[src/rtl/mcu_ctrl_pkg.sv]
// Shared opcode constants, FSM state encoding and timeout default for the
// instruction fetch/sequencing controller.
package mcu_ctrl_pkg;

  localparam logic [3:0] OP_NOP  = 4'h0;
  localparam logic [3:0] OP_MOVI = 4'h5;
  localparam logic [3:0] OP_HALT = 4'hF;

  localparam int TIMEOUT_DEF = 16;

  typedef enum logic [2:0] {
    S_IDLE,
    S_FETCH,
    S_ISSUE,
    S_EXEC,
    S_BUBBLE,
    S_HALT,
    S_FAULT
  } state_e;

endpackage

[src/rtl/pc_reg.sv]
// Program counter: load beats increment, increment wraps naturally at all-ones.
module pc_reg #(
  parameter int ADDR_W = 8
) (
  input  logic              clk,
  input  logic              rst,
  input  logic              inc_i,
  input  logic              load_i,
  input  logic [ADDR_W-1:0] load_val_i,
  output logic [ADDR_W-1:0] pc_o,
  output logic [ADDR_W-1:0] pc_next_o
);

  logic [ADDR_W-1:0] pc_q, pc_d;

  always_comb begin
    pc_d = pc_q;
    if (load_i)     pc_d = load_val_i;
    else if (inc_i) pc_d = pc_q + ADDR_W'(1);
  end

  always_ff @(posedge clk) begin
    if (rst) pc_q <= '0;
    else     pc_q <= pc_d;
  end

  assign pc_o      = pc_q;
  assign pc_next_o = pc_d;

endmodule

[src/rtl/instr_fetch_ctrl.sv]
// Instruction fetch/issue sequencer: fetches a word, decodes NOP/HALT locally,
// and presents everything else to the execution FSMs with a timeout guard.
module instr_fetch_ctrl
  import mcu_ctrl_pkg::*;
#(
  parameter int ADDR_W  = 8,
  parameter int TIMEOUT = TIMEOUT_DEF
) (
  input  logic              clk,
  input  logic              rst,
  input  logic              run,
  output logic              memReq,
  output logic [ADDR_W-1:0] memAddr,
  input  logic              memAck,
  input  logic [15:0]       memData,
  output logic [15:0]       instruction,
  input  logic              pcInc,
  input  logic              done,
  input  logic              pcLoad,
  input  logic [ADDR_W-1:0] pcLoadVal,
  output logic [ADDR_W-1:0] pc,
  output logic              halted,
  output logic              fault
);

  localparam int CNT_W = $clog2(TIMEOUT + 1);
  localparam logic [CNT_W-1:0] CNT_LAST = CNT_W'(TIMEOUT - 1);

  state_e            state_q, state_d;
  logic [15:0]       ir_q, ir_d;
  logic [CNT_W-1:0]  cnt_q, cnt_d;
  logic              pc_inc, pc_ld;
  logic [ADDR_W-1:0] pc_next;

  logic              memReq_q, halted_q, fault_q;
  logic [ADDR_W-1:0] memAddr_q;
  logic [15:0]       instr_q;

  pc_reg #(.ADDR_W(ADDR_W)) u_pc (
    .clk        (clk),
    .rst        (rst),
    .inc_i      (pc_inc),
    .load_i     (pc_ld),
    .load_val_i (pcLoadVal),
    .pc_o       (pc),
    .pc_next_o  (pc_next)
  );

  always_comb begin
    state_d = state_q;
    ir_d    = ir_q;
    cnt_d   = cnt_q;
    pc_inc  = 1'b0;
    pc_ld   = 1'b0;
    case (state_q)
      S_IDLE:  if (run) state_d = S_FETCH;
      S_FETCH: if (memAck) begin
        ir_d    = memData;
        state_d = S_ISSUE;
      end
      S_ISSUE: begin
        case (ir_q[15:12])
          OP_NOP: begin
            pc_inc  = 1'b1;
            state_d = S_FETCH;
          end
          OP_HALT: state_d = S_HALT;
          default: begin
            cnt_d   = '0;
            state_d = S_EXEC;
          end
        endcase
      end
      S_EXEC: begin
        pc_inc = pcInc;
        pc_ld  = pcLoad;
        // done in the last allowed cycle still counts as a clean finish
        if (done)                  state_d = S_BUBBLE;
        else if (cnt_q == CNT_LAST) state_d = S_FAULT;
        else                       cnt_d   = cnt_q + CNT_W'(1);
      end
      S_BUBBLE: state_d = run ? S_FETCH : S_IDLE;
      default: ;
    endcase
  end

  // Outputs are registered from next-state so they line up with state_q.
  always_ff @(posedge clk) begin
    if (rst) begin
      state_q   <= S_IDLE;
      ir_q      <= '0;
      cnt_q     <= '0;
      memReq_q  <= 1'b0;
      memAddr_q <= '0;
      instr_q   <= '0;
      halted_q  <= 1'b0;
      fault_q   <= 1'b0;
    end else begin
      state_q  <= state_d;
      ir_q     <= ir_d;
      cnt_q    <= cnt_d;
      memReq_q <= (state_d == S_FETCH);
      if (state_d == S_FETCH) memAddr_q <= pc_next;
      instr_q  <= (state_d == S_EXEC) ? ir_d : 16'h0000;
      halted_q <= (state_d == S_HALT);
      fault_q  <= (state_d == S_FAULT);
    end
  end

  assign memReq      = memReq_q;
  assign memAddr     = memAddr_q;
  assign instruction = instr_q;
  assign halted      = halted_q;
  assign fault       = fault_q;

endmodule

[config.mk]
export PLATFORM = sky130hd
export DESIGN_NAME = instr_fetch_ctrl
export DESIGN_NICKNAME = d
export VERILOG_FILES = /design/src/rtl/mcu_ctrl_pkg.sv /design/src/rtl/pc_reg.sv /design/src/rtl/instr_fetch_ctrl.sv
export SDC_FILE = /design/constraint.sdc
export NUM_CORES = 1
export LEC_CHECK = 0
export ABC_AREA = 0
export CORE_MARGIN = 5
export CORE_UTILIZATION = 51
export CTS_CLUSTER_DIAMETER = 60
export DETAILED_ROUTE_END_ITERATION = 16
export GPL_ROUTABILITY_DRIVEN = 1
export PLACE_DENSITY = 0.84
export SLEW_MARGIN = 0
export SYNTH_ARGS = -nofsm -noshare
export SYNTH_HDL_FRONTEND = slang
export SYNTH_SLANG_ARGS = --single-unit
[constraint.sdc]
create_clock -name clk -period 5.6 [get_ports clk]
set_input_delay 1.12 -clock clk [delete_from_list [all_inputs] [get_ports clk]]
set_output_delay 1.12 -clock clk [all_outputs]
set_load 0.02 [all_outputs]
Word-level counts from Yosys, hierarchy flattened
Cells that the tools add are included.
- word-level logic and storage cells: 49
- bits of input ports: 31
- output and inout port bits: 35
- register bits: 59
- multiplexer cells: 18
- eq/ne operators: 13
- add/subtract/negate cells: 2
- bitwise logic cells: 1
- reduce and logical (&&, ||, !) cells: 6
- operators by type and width (operator ; count):
    $mux W16 ; 2
    $mux W8 ; 2
    $mux W5 ; 3
    $pmux W3 S5 ; 1
    $mux W3 ; 4
    $pmux W5 S2 ; 1
    $eq A3 B2 Y1 const B ; 3
    $eq A3 B3 Y1 const B ; 3
    $add A8 B1 Y8 const B ; 1
    $eq A3 B1 Y1 const B ; 2
    $ne A2 B2 Y1 const B ; 3
    $pmux W3 S2 ; 1
    $add A5 B1 Y5 const B ; 1
    $eq A5 B4 Y1 const B ; 1
    $eq A4 B4 Y1 const B ; 1
    $logic_not A4 Y1 ; 1
    $reduce_and A4 Y1 ; 1
    $reduce_or A2 Y1 ; 2
    $logic_not A3 Y1 ; 1
    $mux W1 ; 3
    $pmux W1 S2 ; 1
    $reduce_bool A2 Y1 ; 1
    $not A1 Y1 ; 1

Longest topological paths before layout
Gate-level depths: netlist (run 1).
- word-level depth: 7
- gate-level depth with buffers: 10
- depth with buffers taken out: 8

By module
A second synthesis (run 1) with hierarchy kept.
- cell total of the unflattened synthesis: 270
- area, all modules: 2447.3 um2
- by module, submodules not included (module ; cells each ; area an instance (um2) ; times used ; seq. area each (um2)):
    instr_fetch_ctrl ; 212 ; 1916.8 ; 1 ; 1021.0
    pc_reg ; 58 ; 530.5 ; 1 ; 160.2

Least setup slack after synthesis (run 1)
Ideal clock, no wire load.
- kind: input -> register
- from: input port memAck
- to: register instr_q[0], in the netlist instruction[0]
- stages on the path: 8
- setup time: 0.119 ns
- arrival time: 2.324 ns
- path buffers: 3
- setup slack: 3.156 ns
- required time: 5.481 ns
- cells stage by stage: and4bb_1 -> buf_4 -> a221oi_1 -> o31a_1 -> or3b_1 -> buf_2 -> buf_6 -> nor2_2
- cells in the longest elaborated chain, start to end: 5
- elaborated cells on any way between the ends: 7
- those cells by class: eq/ne (1); mux (4); bitwise (1); reduce/logical (1)
- RTL lines (item ; line ; text):
    start, declared ; instr_fetch_ctrl.sv:14 ; input logic memAck,
    $mux W3 ; instr_fetch_ctrl.sv:57 ; S_FETCH: if (memAck) begin
    $pmux W3 S5 ; instr_fetch_ctrl.sv:55 ; case (state_q)
    $eq A3 B2 Y1 ; instr_fetch_ctrl.sv:104 ; instr_q <= (state_d == S_EXEC) ? ir_d : 16'h0000;
    $not A1 Y1 (no line) ; n/a ;
    $reduce_or A2 Y1 (no line) ; n/a ;
    end signal, assigned ; instr_fetch_ctrl.sv:104 ;
    end, declared ; instr_fetch_ctrl.sv:37 ; logic [15:0] instr_q;
Parallel ways exist; a longest one is shown, timed or not.
A chain may end at the register's enable or synchronous reset.

Worst setup path after layout (run 1)
- from: input port memAck
- to: register instr_q[9], in the netlist instruction[9]
The elaborated chain is that of the path after synthesis.

==> impl_summary.txt, run 1 <==
----------------------------------------------------
[GRT]
  Overall Global Routing Usage ... 17.05%
  Remaining Overflow, GRT ... 0
  Number of global-route vias before repair ... 1769
  First-pass GRT wire length ... 8293 µm
  Largest net degree at the start of global routing ... 40
  Initial antenna violation count ... 0

[Min path]
  Hold/Removal Path Class ... register to register
  Worst hold stages ... 2
  Start point of the worst min-delay path ... ir_q[10]$_SDFF_PP0_
  Worst hold path endpoint ... ir_q[10]$_SDFF_PP0_

[Detailed routing]
  Post-route DRC violation count ... 0
  Number of DRC markers in iteration 0 ... 112
  Average vias per placed instance ... 5.309
  Count of antenna-violating nets left after detailed routing ... 0
  Number of search-and-repair iterations in the first detailed-routing pass ... 4
  Final routed wirelength across all metal layers ... 5029 µm
  Vias after detailed routing ... 1922
  Mean routed wirelength per cell ... 13.89 µm

[STA]
  Clock period minus worst slack ... 3332 ps
  Setup TNS ... 0 ps
  Unrepaired setup endpoints after global routing ... no
  Final setup fails ... 0
  Clock tree skew after final layout ... 6.420 ps
  Peak Freq ... 300.1 MHz
  Worst-Margin Slew ... 741.1 ps
  Final-report hold violation count ... 0
  Final worst path period share ... 59.50%
  Final count of pins violating max slew ... 0
  Slew HR ... 50.59%

[Worst setup path]
  Arrival @ worst endpoint ... 3510 ps
  Crit end category ... register
  R2R Path Start ... state_q[1]$_SDFF_PP0_
  Worst R2R Path Depth ... 6
  Type of element launching the critical path ... primary input
  Required time of the critical path ... 5780 ps
  Endpoint of the worst register-to-register path ... instruction[9]$_SDFF_PP0_
  Critical Path Fanout Max ... 17
  Setup slack of the most critical reg-to-reg path ... 2910 ps
  Type of the worst setup path ... primary input to register

[Floorplan]
  Area of the placeable core ... 0.004629 mm²
  Chip Height ... 78.53 µm
  Horizontal die dimension ... 78.53 µm
  Area of the die ... 0.006166 mm²
  Top-level port count ... 66
  Standard-cell rows ... 25
  Starting density of the core ... 51.73%

[Pwr]
  Peak supply drop ... 0.1633 mV
  Leakage power total ... 1.170 nW
  Pwr Density ... 298.4 mW/mm²
  Total design power ... 969.1 µW

[Run]
  Max-cap violations ... 0

[Clock network]
  # Post-CTS Setup Buffers ... 0
  Hold-fix buffer count after cts ... 0
  Number of buffers on the longest clock path ... 2
  Number of cells upsized or downsized after cts ... 0
  CTS tree ... done
  Clock transition time at the flip-flop clock pins of the worst setup and hold paths ... 60 ps
  TritonCTS Sinks ... 59
  H-tree depth ... 3
  Clock Root Buffer ... clkbuf_8
  Clock latency on the worst-skew pair ... 330 ps
  Total clock buffers created by CTS ... 9

[Status]
  Run status ... finished clean

[Synth]
  Number of instances in the synthesized netlist ... 239
  Top cell type's share of synthesized area ... 49.32%
  Yosys warning total ... 0
  Dominant cells by area after synthesis ... dfxtp_1 (49%), mux2i_1 (7.5%), nor2_1 (6.4%), nor2_2 (2.6%), a211oi_1 (2.5%)
  Net count of the mapped netlist ... 273
  Number of library cell types mapped by synthesis ... 52
  Seq cells post-synth ... 59
  Combined area of all synthesized cells ... 0.002395 mm²
  Post-synth EDFFs ... 0
  Cell accounting for the most synthesized area ... dfxtp_1
  FFs w/ async S/R, synth ... 0%
  Flip-flop cell with the highest count after synthesis ... dfxtp_1
  Synth Area per Inst ... 10.02 µm²
  Sequential share of the synthesized area ... 49.32%

[Final layout]
  Proportion of layout cells with a drive suffix above 1 ... 13.96%
  Filler Cell Count ... 356
  Diodes inserted ... 0
  Net count of the finished layout ... 337
  Area added between synthesis and finish ... 35.63%

[Placed design]
  Detailed Place HPWL ... 3522 µm
  Total of buffers placed on input and output ports ... 65
  Routability congestion estimate from global placement ... 0.7713

----------------------------------------------------
==> cells in the mapped netlist, types with 3 or more instances <==
cell type  number
nor3_1          5
buf_2           4
o211ai_1        4
mux2i_1        18
nand2_1         7
nor3b_1         4
xnor2_1         3
nor3_2          5
buf_4           3
clkbuf_1        4
inv_1           3
a21oi_1         7
ha_1            3
nor2b_1         4
and3_1          5
nor2_1         41
xor2_1          3
nor2_2         10
dfxtp_1        59
a211oi_1        8
==> stage by stage <==
stage	std cells	hold slack (ps)	setup slack (ps)	cell area (µm²)	utilization, %
after floorplan	239	454.9	3156	2395	-
final	362	489.6	2268	3248	70.16
after global routing	362	526.0	2104	3248	70.16
after global placement	346	466.3	1982	3044	65.76
after detailed placement	346	473.3	1939	3044	65.76
after CTS	362	499.2	2268	3248	70.16
==> critical path, stage by stage <==
cell and delay [ps]:
clkdlybuf4s50_1 410, and4bb_1 190, buf_4 220, a221oi_1 250, o31a_1 520, or3b_1 680, nor2_1 110
==> sequential cells by signal, indices dropped and copies added, names as in the netlist <==
| signal | flops |
|---|---|
| instruction | 16 |
| ir_q | 16 |
| memAddr | 8 |
| u_pc.pc_o | 8 |
| cnt_q | 5 |
| state_q | 3 |
| fault | 1 |
| halted | 1 |
| memReq | 1 |
==> area by class of cell <==
cell class | instances | area (µm²) | share of cell area [%]
sequential | 59 | 1181 | 36.36
timing repair buffer | 67 | 665.6 | 20.49
clock inverter | 4 | 48.80 | 1.502
tap | 54 | 67.56 | 2.080
inverter | 3 | 11.26 | 0.3467
multi-input combinational | 163 | 1119 | 34.44
clock buffer | 12 | 155.1 | 4.777
==> cell usage in the layout, fill, tap and decap left out, types with 5 or more instances in the layout <==
cell type	n
a211oi_1	8
a21oi_1	7
and3_1	5
clkbuf_8	11
clkdlybuf4s50_1	65
dfxtp_1	59
mux2i_1	18
nand2_1	7
nor2_1	41
nor2_2	10
nor3_1	5
nor3_2	5
==> logic make-up (layout without fill, tap and decap cells) <==
kind of cell    after synthesis  in the layout  share of synthesized area [%]
flops                        59             59                          49.32
fa+ha+maj                     3              3                          1.568
xor+xnor                      6              6                          2.195
mux                          19             19                          7.994
compound gates               39             39                          13.06
simple gates                 96             96                          21.89
buf+inv                      17             86                          3.970
==> worst max-delay path by stage <==
stage / from / endpoint / slack, ps
finish: memAck / instruction[9]$_SDFF_PP0_ / 2270
CTS: memAck / instruction[9]$_SDFF_PP0_ / 2270
global placement: memAck / instruction[9]$_SDFF_PP0_ / 1980
global route: memAck / instruction[14]$_SDFF_PP0_ / 2100
floorplan: memAck / instruction[0]$_SDFF_PP0_ / 3160
detailed placement: memAck / instruction[12]$_SDFF_PP0_ / 1940
==> where the power goes <==
| part | total, mW | internal [mW] | switching, mW | leakage [nW] |
|---|---|---|---|---|
| logic | 0.135 | 0.0661 | 0.0684 | 0.586 |
| clock network | 0.386 | 0.229 | 0.157 | 0.106 |
| registers | 0.449 | 0.436 | 0.0125 | 0.478 |
| total | 0.969 | 0.732 | 0.238 | 1.17 |
==> metal layers <==
metal  wire, µm  part of all wire [%]  vias up  global-route usage (%)
met5          0                     0        -                       0
met4         87                   1.7        0                   6.818
met3        254                   5.1        8                   5.390
met2       2365                    47       48                   26.06
met1       2322                    46      892                   22.24
li1           -                     -      974                       -
No activity file was read; power rests on OpenSTA's default activity.
==> run 2, diff against run 1 <==
Settings changed: CORE_UTILIZATION 51 to 47, PLACE_DENSITY 0.84 to 0.78.
Clock period 5.6 ns to 3.1 ns, I/O delays scaled along.
==> run 2 against run 1 <==
  * Highest routed layer unchanged
  * Power grew 99%
  * Largest cell class unchanged
  * Worst setup slack lost 1700 ps
  * Non-clock buffer count grew 3
  * Clock skew shrank 0.92 ps
==> impl_summary.txt, run 2 (synthesis gave the netlist of run 1 again) <==
----------------------------------------------------
[Status]
  Run status ... finished clean

[Clock network]
  Clock latency on the worst-skew pair ... 340 ps (about the same)
  Clock transition time at the flip-flop clock pins of the worst setup and hold paths ... 70 ps (about the same)
  Number of buffers on the longest clock path ... 2 (unchanged)
  Number of cells upsized or downsized after cts ... 0 (unchanged)
  H-tree depth ... 3 (unchanged)
  Clock Root Buffer ... clkbuf_8
  # Post-CTS Setup Buffers ... 0 (unchanged)
  CTS tree ... done
  Hold-fix buffer count after cts ... 0 (unchanged)
  Total clock buffers created by CTS ... 9 (unchanged)
  TritonCTS Sinks ... 59 (unchanged)

[Worst setup path]
  Type of the worst setup path ... register to register
  Arrival @ worst endpoint ... 2690 ps (-820 ps)
  Required time of the critical path ... 3300 ps (-2480 ps)
  Critical Path Fanout Max ... 9 (-8)
  Crit end category ... register
  Master of the slowest instance on the critical path ... nor3_2
  Critical Path, Cell by Cell ... ha_1, and3_1, ha_1, o211ai_1, o211ai_1, nor3_2, and2_1, a311oi_2
  Longest individual stage delay on the worst path ... 450 ps (-230 ps)
  Cell class contributing the biggest share of worst-path delay ... simple AND/OR/NAND/NOR gates
  Total buffers and inverters traversed by the critical path ... 0 (-2)
  Type of element launching the critical path ... register

[Pwr]
  Part of the power in registers ... 42.1% (-4.2 points)
  Leakage power total ... 1.198 nW (+2.3%)
  Peak supply drop ... 0.3558 mV (+120%)
  Cell internal pwr ... 1.451 mW (+98%)
  Switching power as a share of total power ... 24.87% (+0.36 points)
  Pwr Density ... 579.0 mW/mm² (+94%)
  Switching power ... 480.2 µW (+100%)
  Part of the power in the clock network ... 45.1% (+5.3 points)
  Combinational share of power ... 12.8% (-1.1 points)

[Floorplan]
  Starting density of the core ... 47.49% (-4.2 points)
  Area of the placeable core ... 0.005042 mm² (+8.9%)
  Chip Height ... 81.38 µm (+3.6%)
  Area of the die ... 0.006623 mm² (+7.4%)
  Standard-cell rows ... 26 (+4.0%)
  Horizontal die dimension ... 81.38 µm (+3.6%)
  Top-level port count ... 66 (unchanged)

[Final layout]
  Proportion of layout cells with a drive suffix above 1 ... 15.11% (+1.2 points)
  Most common cell after layout, fill and taps aside ... clkdlybuf4s50_1
  Area added between synthesis and finish ... 39.24%
  Final cell utilization of the core ... 66.13% (-4.0 points)
  Net count of the finished layout ... 340 (+0.89%)
  Commonest non-fill, non-tap cells in the layout ... clkdlybuf4s50_1 (65), dfxtp_1 (59), nor2_1 (41)
  Diodes inserted ... 0 (unchanged)

[GRT]
  First-pass GRT wire length ... 8990 µm (+8.4%)
  Initial antenna violation count ... 0 (unchanged)
  Number of global-route vias before repair ... 1894 (+7.1%)
  Overall Global Routing Usage ... 18.31% (+1.3 points)
  Largest net degree at the start of global routing ... 21 (-48%)
  Remaining Overflow, GRT ... 0 (unchanged)

[Detailed routing]
  Post-route DRC violation count ... 0 (unchanged)
  Count of antenna-violating nets left after detailed routing ... 0 (unchanged)
  Mean routed wirelength per cell ... 14.49 µm (+4.3%)
  Final routed wirelength across all metal layers ... 5521 µm (+9.8%)
  Number of DRC markers in iteration 0 ... 74 (-34%)
  Vias after detailed routing ... 1933 (+0.57%)
  Average vias per placed instance ... 5.073 (-4.4%)
  Number of search-and-repair iterations in the first detailed-routing pass ... 4 (unchanged)

[STA]
  Peak Freq ... 402.5 MHz
  Clock tree skew after final layout ... 5.503 ps (-0.9165 ps)
  Worst-Margin Slew ... 522.5 ps (-218.6 ps)
  Clock period minus worst slack ... 2484 ps
  Setup TNS ... 0 ps (unchanged)
  Final count of pins violating max slew ... 0 (unchanged)
  Final setup fails ... 0 (unchanged)
  Final critical-path setup slack ... 615.7 ps (-1652 ps)
  Final worst path period share ... 80.14%
  Final-report hold violation count ... 0 (unchanged)
  Unrepaired setup endpoints after global routing ... no
  Slew HR ... 64.98% (+14 points)

[Placed design]
  Total of buffers placed on input and output ports ... 65 (unchanged)
  Detailed Place HPWL ... 3880 µm (+10%)
  Pre-CTS worst setup slack ... 464.9 ps (-1474 ps)
  Routability congestion estimate from global placement ... 0.7780 (+0.87%)

[Min path]
  Hold/Removal Path Class ... register to register

[Run]
  Max-cap violations ... 0 (unchanged)

----------------------------------------------------
[run 2: changes by cell type in the layout (fill, tap and decap cells not counted)]
cell | previous run | this run
inv_6 | 0 | 2
clkbuf_1 | 1 | 0
clkbuf_8 | 11 | 9
buf_4 | 2 | 5
clkinv_2 | 2 | 0
bufinv_16 | 1 | 3
clkinvlp_4 | 0 | 1
[run 2: worst paths after layout]
path,depth (start not counted),slack (ps),end,from
hold / removal,2,500,instruction[9]$_SDFF_PP0_,ir_q[9]$_SDFF_PP0_
setup / recovery,8,620,memAddr[4]$_SDFFE_PP0N_,cnt_q[0]$_SDFFE_PP0P_
setup reg to reg,8,620,memAddr[4]$_SDFFE_PP0N_,cnt_q[0]$_SDFFE_PP0P_
hold reg to reg,2,500,instruction[9]$_SDFF_PP0_,ir_q[9]$_SDFF_PP0_
[run 2: per-stage QoR]
stage / total power [mW] / hold WS [ps] / std cells / area [µm²]
6_report: 1.931 / 495.4 / 381 / 3334
5_1_grt: 2.011 / 523.5 / 381 / 3334
4_1_cts: 1.947 / 502.9 / 381 / 3334
3_5_place_dp: 1.075 / 483.2 / 365 / 3087
3_3_place_gp: 1.074 / 464.3 / 365 / 3087
2_1_floorplan: 0.9788 / 454.9 / 239 / 2395
[run 2: tightest hold or removal path, delay by kind of cell, from the launching register on]
family / cells / cell delay, ps
multiplexers: 1 / 80
flip-flops: 1 / 310
AND/OR/NAND/NOR: 1 / 80
[run 2: layout make-up]
class                      count  area [µm²]
inverter                       3       11.26
fill                         408        1708
clock inverter                 7       123.9
multi-input combinational    163        1119
timing repair buffer          70       688.2
clock buffer                   9       123.9
tap                           70       87.58
sequential                    59        1181
[run 2: layer usage]
layer,wire length (µm),part of all wire (%),vias up,global-route usage [%]
met5,0,0,-,0
met4,126,2.3,0,10.81
li1,-,-,975,-
met1,2368,43,899,21.27
met2,2724,49,49,30.05
met3,301,5.5,10,4.878
[run 2: power groups by stage]
| stage | Sequential, mW | Clock, mW | Combinational [mW] |
|---|---|---|---|
| 6_report | 0.812 | 0.871 | 0.248 |
| 5_1_grt | 0.816 | 0.924 | 0.270 |
| 4_1_cts | 0.812 | 0.886 | 0.249 |
| 3_5_place_dp | 0.828 | 0 | 0.247 |
| 3_3_place_gp | 0.829 | 0 | 0.245 |
| 2_1_floorplan | 0.841 | 0 | 0.138 |
